File: src/rtl/vga_embarcacao_render.sv
// Ship renderer for the Batalha Naval VGA path: decodes grid positions into pixel boxes and
// commits them atomically at a frame start. Optional blinking of hit cells: VGA_EMBARCACAO_BLINK_EN.
module vga_embarcacao_render #(
   parameter int         NUM_CELLS    = 4,
   parameter int         GRID_N       = 8,
   parameter int         X0           = 16,
   parameter int         Y0           = 16,
   parameter int         PITCH_X      = 62,
   parameter int         PITCH_Y      = 57,
   parameter int         CELL_W       = 54,
   parameter int         CELL_H       = 49,
   parameter logic [2:0] COR          = 3'b101,
   parameter logic [2:0] COR_HIT      = 3'b111,
   parameter int         BLINK_FRAMES = 30
) (
   input  logic                   clk,
   input  logic                   rst,
   input  logic                   areaAtiva,
   input  logic [9:0]             linha,
   input  logic [9:0]             coluna,
   input  logic                   inicioQuadro,
   input  logic [8*NUM_CELLS-1:0] posicoesEmbarcacao,
   input  logic [NUM_CELLS-1:0]   acertos,
   input  logic                   atualiza,
   output logic                   pronto,
   output logic                   ocupado,
   output logic                   rgb_r,
   output logic                   rgb_g,
   output logic                   rgb_b
);

   if (NUM_CELLS < 1 || NUM_CELLS > 5 || BLINK_FRAMES < 1) begin : gBadParams
      $error("vga_embarcacao_render: NUM_CELLS must be 1..5 and BLINK_FRAMES >= 1");
   end

   typedef enum logic [1:0] {IDLE, WAIT_FRAME, DECODE, COMMIT} state_t;

   state_t                 state, stateNext;
   logic [2:0]             idx;
   logic                   pend;
   logic                   inicioPrev;
   logic                   frameStart;
   logic [8*NUM_CELLS-1:0] bufPos, pendPos;
   logic [NUM_CELLS-1:0]   bufHit, pendHit;
   logic [NUM_CELLS-1:0]   shEn, shHit, liveEn, liveHit;
   logic [10:0]            shLeft [NUM_CELLS], shRight [NUM_CELLS], shTop [NUM_CELLS], shBot [NUM_CELLS];
   logic [10:0]            liveLeft [NUM_CELLS], liveRight [NUM_CELLS], liveTop [NUM_CELLS], liveBot [NUM_CELLS];
   logic [7:0]             curPos;
   logic [3:0]             cx, cy;
   logic                   cellValid, lastCell;
   logic [10:0]            cLeft, cTop;
   logic [10:0]            lin11, col11;
   logic                   anyHit, anyIntact, hitVisible;
   logic [2:0]             colour, rgbQ;

   // A held strobe counts once, on its rising edge.
   assign frameStart = inicioQuadro & ~inicioPrev;
   assign lastCell   = (idx == 3'(NUM_CELLS - 1));

   always_ff @(posedge clk) begin
      // NOTE: every clocked assignment is non-blocking so all registers update from pre-edge values.
      if (rst) state <= IDLE;
      else     state <= stateNext;
   end

   always_comb begin
      stateNext = state;
      case (state)
         IDLE:       if (atualiza)   stateNext = WAIT_FRAME;
         WAIT_FRAME: if (frameStart) stateNext = DECODE;
         DECODE:     if (lastCell)   stateNext = COMMIT;
         COMMIT:     stateNext = (pend || atualiza) ? WAIT_FRAME : IDLE;
         default:    stateNext = IDLE;
      endcase
   end

   always_comb begin
      pronto  = (state == COMMIT);
      ocupado = (state != IDLE) || pend;
   end

   always_comb begin
      // NOTE: defaults first so no path leaves a variable unassigned and infers a latch.
      curPos = '0;
      for (int i = 0; i < NUM_CELLS; i++)
         if (int'(idx) == i) curPos = bufPos[8*i +: 8];
      cx        = curPos[3:0];
      cy        = curPos[7:4];
      cellValid = (int'(cx) >= 1) && (int'(cx) <= GRID_N) && (int'(cy) >= 1) && (int'(cy) <= GRID_N);
      cLeft     = 11'(X0 + (int'(cx) - 1) * PITCH_X);
      cTop      = 11'(Y0 + (GRID_N - int'(cy)) * PITCH_Y);
   end

   // Control and enable state; only these need reset to make every cell draw nothing.
   always_ff @(posedge clk) begin
      if (rst) begin
         idx        <= '0;
         pend       <= 1'b0;
         inicioPrev <= 1'b0;
         shEn       <= '0;
         shHit      <= '0;
         liveEn     <= '0;
         liveHit    <= '0;
      end else begin
         inicioPrev <= inicioQuadro;
         idx        <= (state == DECODE) ? idx + 3'd1 : 3'd0;
         if (state == COMMIT)                     pend <= 1'b0;
         else if (atualiza && (state != IDLE))    pend <= 1'b1;
         if (state == DECODE)
            for (int i = 0; i < NUM_CELLS; i++)
               if (int'(idx) == i) begin
                  shEn[i]  <= cellValid;
                  shHit[i] <= bufHit[i];
               end
         if (state == COMMIT) begin
            liveEn  <= shEn;
            liveHit <= shHit;
         end
      end
   end

   // NOTE: buffers and bounds carry no reset; they are ignored until an enable bit qualifies them.
   always_ff @(posedge clk) begin
      if (atualiza && (state == IDLE || state == COMMIT)) begin
         bufPos <= posicoesEmbarcacao;
         bufHit <= acertos;
      end else if (state == COMMIT && pend) begin
         bufPos <= pendPos;
         bufHit <= pendHit;
      end
      if (atualiza && (state == WAIT_FRAME || state == DECODE)) begin
         pendPos <= posicoesEmbarcacao;
         pendHit <= acertos;
      end
      if (state == DECODE)
         for (int i = 0; i < NUM_CELLS; i++)
            if (int'(idx) == i) begin
               shLeft[i]  <= cLeft;
               shRight[i] <= cLeft + 11'(CELL_W);
               shTop[i]   <= cTop;
               shBot[i]   <= cTop + 11'(CELL_H);
            end
      if (state == COMMIT)
         for (int i = 0; i < NUM_CELLS; i++) begin
            liveLeft[i]  <= shLeft[i];
            liveRight[i] <= shRight[i];
            liveTop[i]   <= shTop[i];
            liveBot[i]   <= shBot[i];
         end
   end

`ifdef VGA_EMBARCACAO_BLINK_EN
   logic [15:0] frameCnt;
   logic        phase;

   always_ff @(posedge clk) begin
      if (rst) begin
         frameCnt <= '0;
         phase    <= 1'b0;
      end else if (frameStart) begin
         if (frameCnt == 16'(BLINK_FRAMES - 1)) begin
            frameCnt <= '0;
            phase    <= ~phase;
         end else begin
            frameCnt <= frameCnt + 16'd1;
         end
      end
   end

   assign hitVisible = ~phase;
`else
   assign hitVisible = 1'b1;
`endif

   always_comb begin
      lin11     = {1'b0, linha};
      col11     = {1'b0, coluna};
      anyHit    = 1'b0;
      anyIntact = 1'b0;
      for (int i = 0; i < NUM_CELLS; i++)
         if (liveEn[i] && (liveTop[i] < lin11) && (lin11 < liveBot[i]) &&
             (liveLeft[i] < col11) && (col11 < liveRight[i])) begin
            if (liveHit[i]) anyHit    = 1'b1;
            else            anyIntact = 1'b1;
         end
      // A blanked hit cell lets an intact cell underneath show through.
      if (anyHit && hitVisible) colour = COR_HIT;
      else if (anyIntact)       colour = COR;
      else                      colour = 3'b000;
   end

   always_ff @(posedge clk) begin
      if (rst)            rgbQ <= 3'b000;
      else if (areaAtiva) rgbQ <= colour;
      else                rgbQ <= 3'b000;
   end

   assign rgb_r = rgbQ[2];
   assign rgb_g = rgbQ[1];
   assign rgb_b = rgbQ[0];

endmodule

File: config.mk
export PLATFORM = sky130hd
export DESIGN_NAME = vga_embarcacao_render
export DESIGN_NICKNAME = d
export VERILOG_FILES = /design/src/rtl/vga_embarcacao_render.sv
export SDC_FILE = /design/constraint.sdc
export NUM_CORES = 1
export LEC_CHECK = 0
export BUFFER_PORTS_ARGS = -buffer_cell sky130_fd_sc_hd__buf_2
export CORE_AREA = 3 3 219 168
export CTS_CLUSTER_DIAMETER = 30
export DETAILED_ROUTE_END_ITERATION = 10
export DIE_AREA = 0 0 222 171
export HOLD_SLACK_MARGIN = 0.15
export PLACE_DENSITY = 0.71
export SYNTH_ARGS = -nofsm -noshare
export SYNTH_HDL_FRONTEND = slang
export SYNTH_SLANG_ARGS = --single-unit
export TNS_END_PERCENT = 10
File: constraint.sdc
create_clock -name clk -period 19.6 [get_ports clk]
set_input_delay 0.98 -clock clk [delete_from_list [all_inputs] [get_ports clk]]
set_output_delay 0.98 -clock clk [all_outputs]
set_load 0.05 [all_outputs]
After elaboration in Yosys (flattened, before gate mapping)
Memories as Yosys holds them, arrays and structs flattened.
Cells that the tools add are included.
Storage, ports and cells
  bits in registers: 98
  memory bits (writable): 352
  input port bits: 61
  output and inout port bits: 5
  word-level logic and storage cells: 202
  memories: 8
Cells by class
  add/sub/neg operators: 7
  $mul: 2
  $lt $le $gt $ge: 20
  equal/unequal tests: 10
  mux-type cells: 81
  bitwise logic cells: 4
  reduce and logical (&&, ||, !) cells: 51
Memories
  liveBot: words 4, bits a word 11, rd ports 4, clocked after Yosys merged registers in 0, wr ports 4, RTL line 47  | logic [10:0] liveLeft [NUM_CELLS], liveRight [NUM_CELLS], liveTop [NUM_CELLS], liveBot [NUM_CELLS];
  liveLeft: words 4, bits a word 11, rd ports 4, clocked after Yosys merged registers in 0, wr ports 4, RTL line 47
  liveRight: words 4, bits a word 11, rd ports 4, clocked after Yosys merged registers in 0, wr ports 4, RTL line 47
  liveTop: words 4, bits a word 11, rd ports 4, clocked after Yosys merged registers in 0, wr ports 4, RTL line 47
  shBot: words 4, bits a word 11, rd ports 4, clocked after Yosys merged registers in 0, wr ports 1, RTL line 46  | logic [10:0] shLeft [NUM_CELLS], shRight [NUM_CELLS], shTop [NUM_CELLS], shBot [NUM_CELLS];
  shLeft: words 4, bits a word 11, rd ports 4, clocked after Yosys merged registers in 0, wr ports 1, RTL line 46
  2 more memories
Operators by type and width (count)
  2-to-1 mux 11 bit: 12
  OR reduction 11 bit: 12
  less-than comparator 10 x 11 -> 1 bit: 8
  less-than comparator 11 x 10 -> 1 bit: 8
  2-to-1 mux 32 bit: 2
  2-to-1 mux 1 bit: 43
  2-to-1 mux 8 bit: 4
  2-to-1 mux 2 bit: 15
  logical AND 1 bit: 23
  adder 11 x 6 -> 11 bit (second input constant): 2
  adder 6 x 11 -> 11 bit (first input constant): 2
  multiplier 5 x 7 -> 11 bit (second input constant): 1
  multiplier 5 x 6 -> 10 bit (second input constant): 1
  >= comparator 4 x 1 -> 1 bit (second input constant): 2
  less-or-equal comparator 4 bit (second input constant): 2
  2-to-1 mux 4 bit: 2
  case mux 2 bit (4 select lines): 1
  AND reduction 2 bit: 4
  == test 3 x 2 -> 1 bit (second input constant): 2
  == test 3 bit (second input constant): 2
  2-to-1 mux 3 bit: 2
  inequality test 2 bit (second input constant): 3
  OR reduction 2 bit: 3
  subtractor 4 x 1 -> 5 bit (second input constant): 1
  11 further kinds: 18

Logic depth before layout (Yosys ltp)
An unclocked memory read counts as a cell.
  depth in word-level cells: 15
  gate-level depth with buffers: 25
  gate-level depth less buffers: 23

Least setup slack after synthesis
Ideal clock, no wire load.
  path kind: reg-to-reg
  start: register state[0]
  end: register bufHit[0] (enable)
  library setup time: 392 ps
  arrival time: 6083 ps
  required time: 19208 ps
  setup slack: 13125 ps
  stages on the path, launching flop included: 4
  path buffers: 1
  period minus slack after synthesis: 6475 ps
  path through: dfxtp_1 -> ha_1 -> clkbuf_1 -> a21o_1
On the way
  cells in the longest elaborated chain, start to end: 4
  elaborated cells between the ends (all ways): 6
  those cells by class: eq/ne: 1; reduce/logical: 5
Ends and longest elaborated chain
  start: declaration: RTL line 38  | state_t state, stateNext;
  start signal: assignment: RTL line 63  | else state <= stateNext;
  == test 2 bit (*)
  net pronto: RTL line 25  | output logic pronto,
  logical OR 1 bit: RTL line 124  | if (atualiza && (state == IDLE || state == COMMIT)) begin
  logical AND 1 bit: RTL line 124
  nonzero test 2 bit (no source line) (*)
  end signal: assignment: RTL line 126  | bufHit <= acertos;
  end signal: assignment: RTL line 129  | bufHit <= pendHit;
  end: declaration: RTL line 44  | logic [NUM_CELLS-1:0] bufHit, pendHit;
Mark *: on every way through the listed nets, which the timed path passes. The rest lies on a longest branch.
A chain may end at the register's enable or synchronous reset.

Final worst setup path
  start: register idx[0]
  end: memory shBot[3][9] (data pin)
On the way
  cells in the longest elaborated chain, start to end: 12
  elaborated cells between the ends (all ways): 23
  those cells by class: add/sub: 3; mul: 1; eq/ne: 3; mux: 13; reduce/logical: 3
Ends and longest elaborated chain
  start: declaration: RTL line 39  | logic [2:0] idx;
  start signal: assignment: RTL line 106  | idx <= (state == DECODE) ? idx + 3'd1 : 3'd0;
  zero test 3 bit: RTL line 86  | if (int'(idx) == i) curPos = bufPos[8*i +: 8];
  2-to-1 mux 8 bit (3 in a row): RTL line 86
  2-to-1 mux 8 bit (*): RTL line 86
  subtractor 4 x 4 -> 5 bit (*): RTL line 91  | cTop = 11'(Y0 + (GRID_N - int'(cy)) * PITCH_Y);
  multiplier 5 x 7 -> 11 bit (*): RTL line 91
  adder 6 x 11 -> 11 bit (*): RTL line 91
  net cTop[2]: RTL line 51  | logic [10:0] cLeft, cTop;
  adder 11 x 6 -> 11 bit (*): RTL line 141  | shBot[i] <= cTop + 11'(CELL_H);
  2-to-1 mux 11 bit (no source line) (2 in a row)
  2-to-1 mux 11 bit (no source line) (*)
  end: declaration: RTL line 46
Marked as above.

==> impl_results.md <==
- Nets: 1,636
- Wirelength per Cell: 20.0 µm
- Final Setup Violations: 0
- Initial Utilization: 0.550
- Synth warnings: 0
- Pin count of the biggest net entering global routing: 65
- Total global routing overflow: 0
- Post-synth EDFFs: 408
- Worst slew pin tran: 1.00 ns
- Top delay family on crit path: adder cells
- Via density: 5.47
- Worst-skew pair later-pin latency: 0.56 ns
- Min-Delay Path Class: reg2reg
- CTS Hold Buffers Added: 0
- Root Buffer: clkbuf_16
- Post-Synthesis Cells: 1,242
- Worst path most repeated cell: ha_1
- First-pass GRT wire length: 59,300 µm
- Routed Antenna Nets: 0
- Number of diodes: 0
- Netlist Area Pre-Place: 0.0190 mm²
- Post-Syn Area per Cell: 15.3 µm²
- Worst path bufs/invs: 2
- Dpl cells: 1,759
- Critical path fanouts, max: 13
- Fin. Hold Viols: 0
- Maximum level of the CTS H-tree: 3
- CP Data Arrival Time: 6.96 ns
- Number of global-route vias before repair: 10,700
- CP peak stage delay: 0.54 ns
- RSZ-0062 raised after global routing: no
- Clock tree buffer depth: 3
- Initial antenna violation count: 0
- Slew HR: 0.329
- First drt pass iteration count: 6
- Chip width: 222 µm
- Clock skew: 0.0263 ns
- Final Non-Filler Cells: 1,890
- DR vias: 10,300
- P&R area growth vs syn: 17.9%
- Worst EP required: 19.92 ns
- DRC: 0
- Final WL: 37,700 µm
- Die footprint: 0.0380 mm²
- Cts bufs inserted: 71
- Critical Path End Type: register
- Minimum clock period: 6.65 ns
- I/O pin cnt: 66
- Hpwl dp: 25,600 µm
- Status: finished, final reports clean
- Layout cells sized above 1: 0.181
- Setup TNS: 0 ns
- Sink Count: 433
- Fill cells: 2,397
- Die Ht: 171 µm
- Startpoint types: register
- CP cell instances: ha_1 -> ha_1 -> nor2_2 -> a32oi_2 -> ha_1 -> xor2_2 -> inv_1 -> fa_1 -> fa_1 -> inv_1 -> fa_1 -> ha_1 -> ha_1 -> a21o_1 -> a21oi_1 -> xnor2_1 -> nand3_1 -> nor2_1 -> xor2_1
- Async S/R FF share, synth: 0
- GPL Wtd Cong: 0.854
- Count of cell types in the netlist: 71
- Total GRT Usage: 0.203
- Register area share after synthesis: 0.670
- Final critical-path share of the clock period: 0.339
- Site Rows: 59
- # resized after CTS: 0
- Worst-path clk slew: 0.06 ns
- CP max stage cell: fa_1
- Yosys reg bits: 433
- CTS tree: done
- IO Port Bufs: 65
- Setup Crit Path Kind: reg2reg
- Dominant synthesized flop cell: edfxtp_1
- DRT iter0 DRCs: 927
- Post-CTS setup buffer count: 0
- Max_cap viols: 0
- Max Clock Freq: 150 MHz
- Placeable Area: 0.0346 mm²
- Slew Limit Fails: 0
- Syn Nets: 1,503
## cell usage after synthesis, types with 4 or more instances
master,n,area [µm²]
nand2b_1,22,138
o21a_1,5,37.5
a32oi_1,5,43.8
clkbuf_1,7,26.3
a32oi_2,4,65.1
o31ai_2,4,50.1
nor3_1,6,30.0
nor2b_1,13,81.3
a21oi_1,71,355
o211ai_1,5,37.5
a211oi_1,9,67.6
a21o_1,11,82.6
nor2_1,41,154
edfxtp_1,408,12300
nand3_1,15,75.1
o21ai_1,8,40.0
mux2i_1,8,80.1
nand4b_1,5,43.8
nor3b_1,7,52.6
nand3b_1,7,52.6
mux2_2,37,417
xor2_1,17,149
ha_1,191,2390
dfxtp_1,25,500
nand2_1,34,128
fa_1,9,180
inv_1,139,522
o21ai_0,32,160
xnor2_1,22,193
nor4_1,6,37.5
nand4_1,10,62.6
## stage by stage
stage                     utilization  area [µm²]  hold WS (ns)  setup slack (ns)
after floorplan                     -       19000         0.400             13.12
after global placement          0.576       19900         0.400             13.24
after detailed placement        0.576       19900         0.405             12.95
after CTS                       0.648       22400         0.404             12.94
after global routing            0.648       22400         0.416             12.36
final                           0.648       22400         0.406             12.95
## placed cells by master, fill, tap and decap left out, drive strengths merged, types with 7 or more instances in the layout
| cell | count |
|---|---|
| edfxtp | 408 |
| ha | 191 |
| inv | 153 |
| clkbuf | 79 |
| buf | 74 |
| a21oi | 73 |
| nor2 | 42 |
| o21ai | 40 |
| mux2 | 37 |
| nand2 | 34 |
| dfxtp | 25 |
| xnor2 | 23 |
| clkinv | 23 |
| nand2b | 22 |
| xor2 | 18 |
| nand3 | 15 |
| nor2b | 14 |
| a21o | 11 |
| nand4 | 10 |
| bufinv | 10 |
| a211oi | 9 |
| fa | 9 |
| a32oi | 9 |
| mux2i | 8 |
| nor3b | 8 |
| nand3b | 7 |
| clkinvlp | 7 |
## worst register-to-register path, cell delays in order (launching register included)
cell	delay (ns)
dfxtp_1	0.37
ha_1	0.16
ha_1	0.48
nor2_2	0.22
a32oi_2	0.52
ha_1	0.34
xor2_2	0.49
inv_1	0.23
fa_1	0.54
fa_1	0.52
inv_1	0.05
fa_1	0.45
ha_1	0.35
ha_1	0.30
a21o_1	0.17
a21oi_1	0.21
xnor2_1	0.28
nand3_1	0.19
nor2_1	0.16
xor2_1	0.38
## cell families after synthesis
family	after synthesis	share of synthesized area
flip-flops	433	0.670
adder cells (fa/ha/maj)	200	0.135
AO/OA/AOI/OAI	185	0.0635
AND/OR/NAND/NOR	182	0.0530
buffers and inverters	155	0.0321
multiplexers	45	0.0261
XOR/XNOR	42	0.0208
## final timing paths
check | startpoint | cells past startpoint | end | slack [ns]
max | idx[0] | 19 | shBot[3][9] | 12.95
min | shLeft[0][2] | 0 | liveLeft[0][2] | 0.41
max reg2reg | idx[0] | 19 | shBot[3][9] | 12.95
min reg2reg | shLeft[0][2] | 0 | liveLeft[0][2] | 0.41
## metal layers
metal,part of all wire,track usage,wire length (µm),vias up
met5,0,0,0,-
met4,0.020,0.0623,751,0
met3,0.065,0.0420,2440,69
met2,0.44,0.311,16700,326
met1,0.47,0.298,17800,5016
li1,-,-,-,4934
## layout make-up
type                            count  area (µm²)  area share
Sequential cell                   433       12800       0.568
Multi-Input combinational cell    654        5700       0.254
Clock buffer                       79        1870      0.0833
Clock inverter                     52         629      0.0280
Tap cell                          457         572      0.0255
Inverter                          141         529      0.0236
Timing Repair Buffer               74         393      0.0175
## flip-flops by register name (all words and copies together), names as in the netlist, 32 cells and up
register and flops:
liveBot 44, liveTop 44, shBot 44, shTop 44
liveLeft 40, liveRight 40, shLeft 40, shRight 40
bufPos 32, pendPos 32
Power is not shown: default switching activity piles up to over one toggle a cycle in this logic, so the estimate is an artifact.
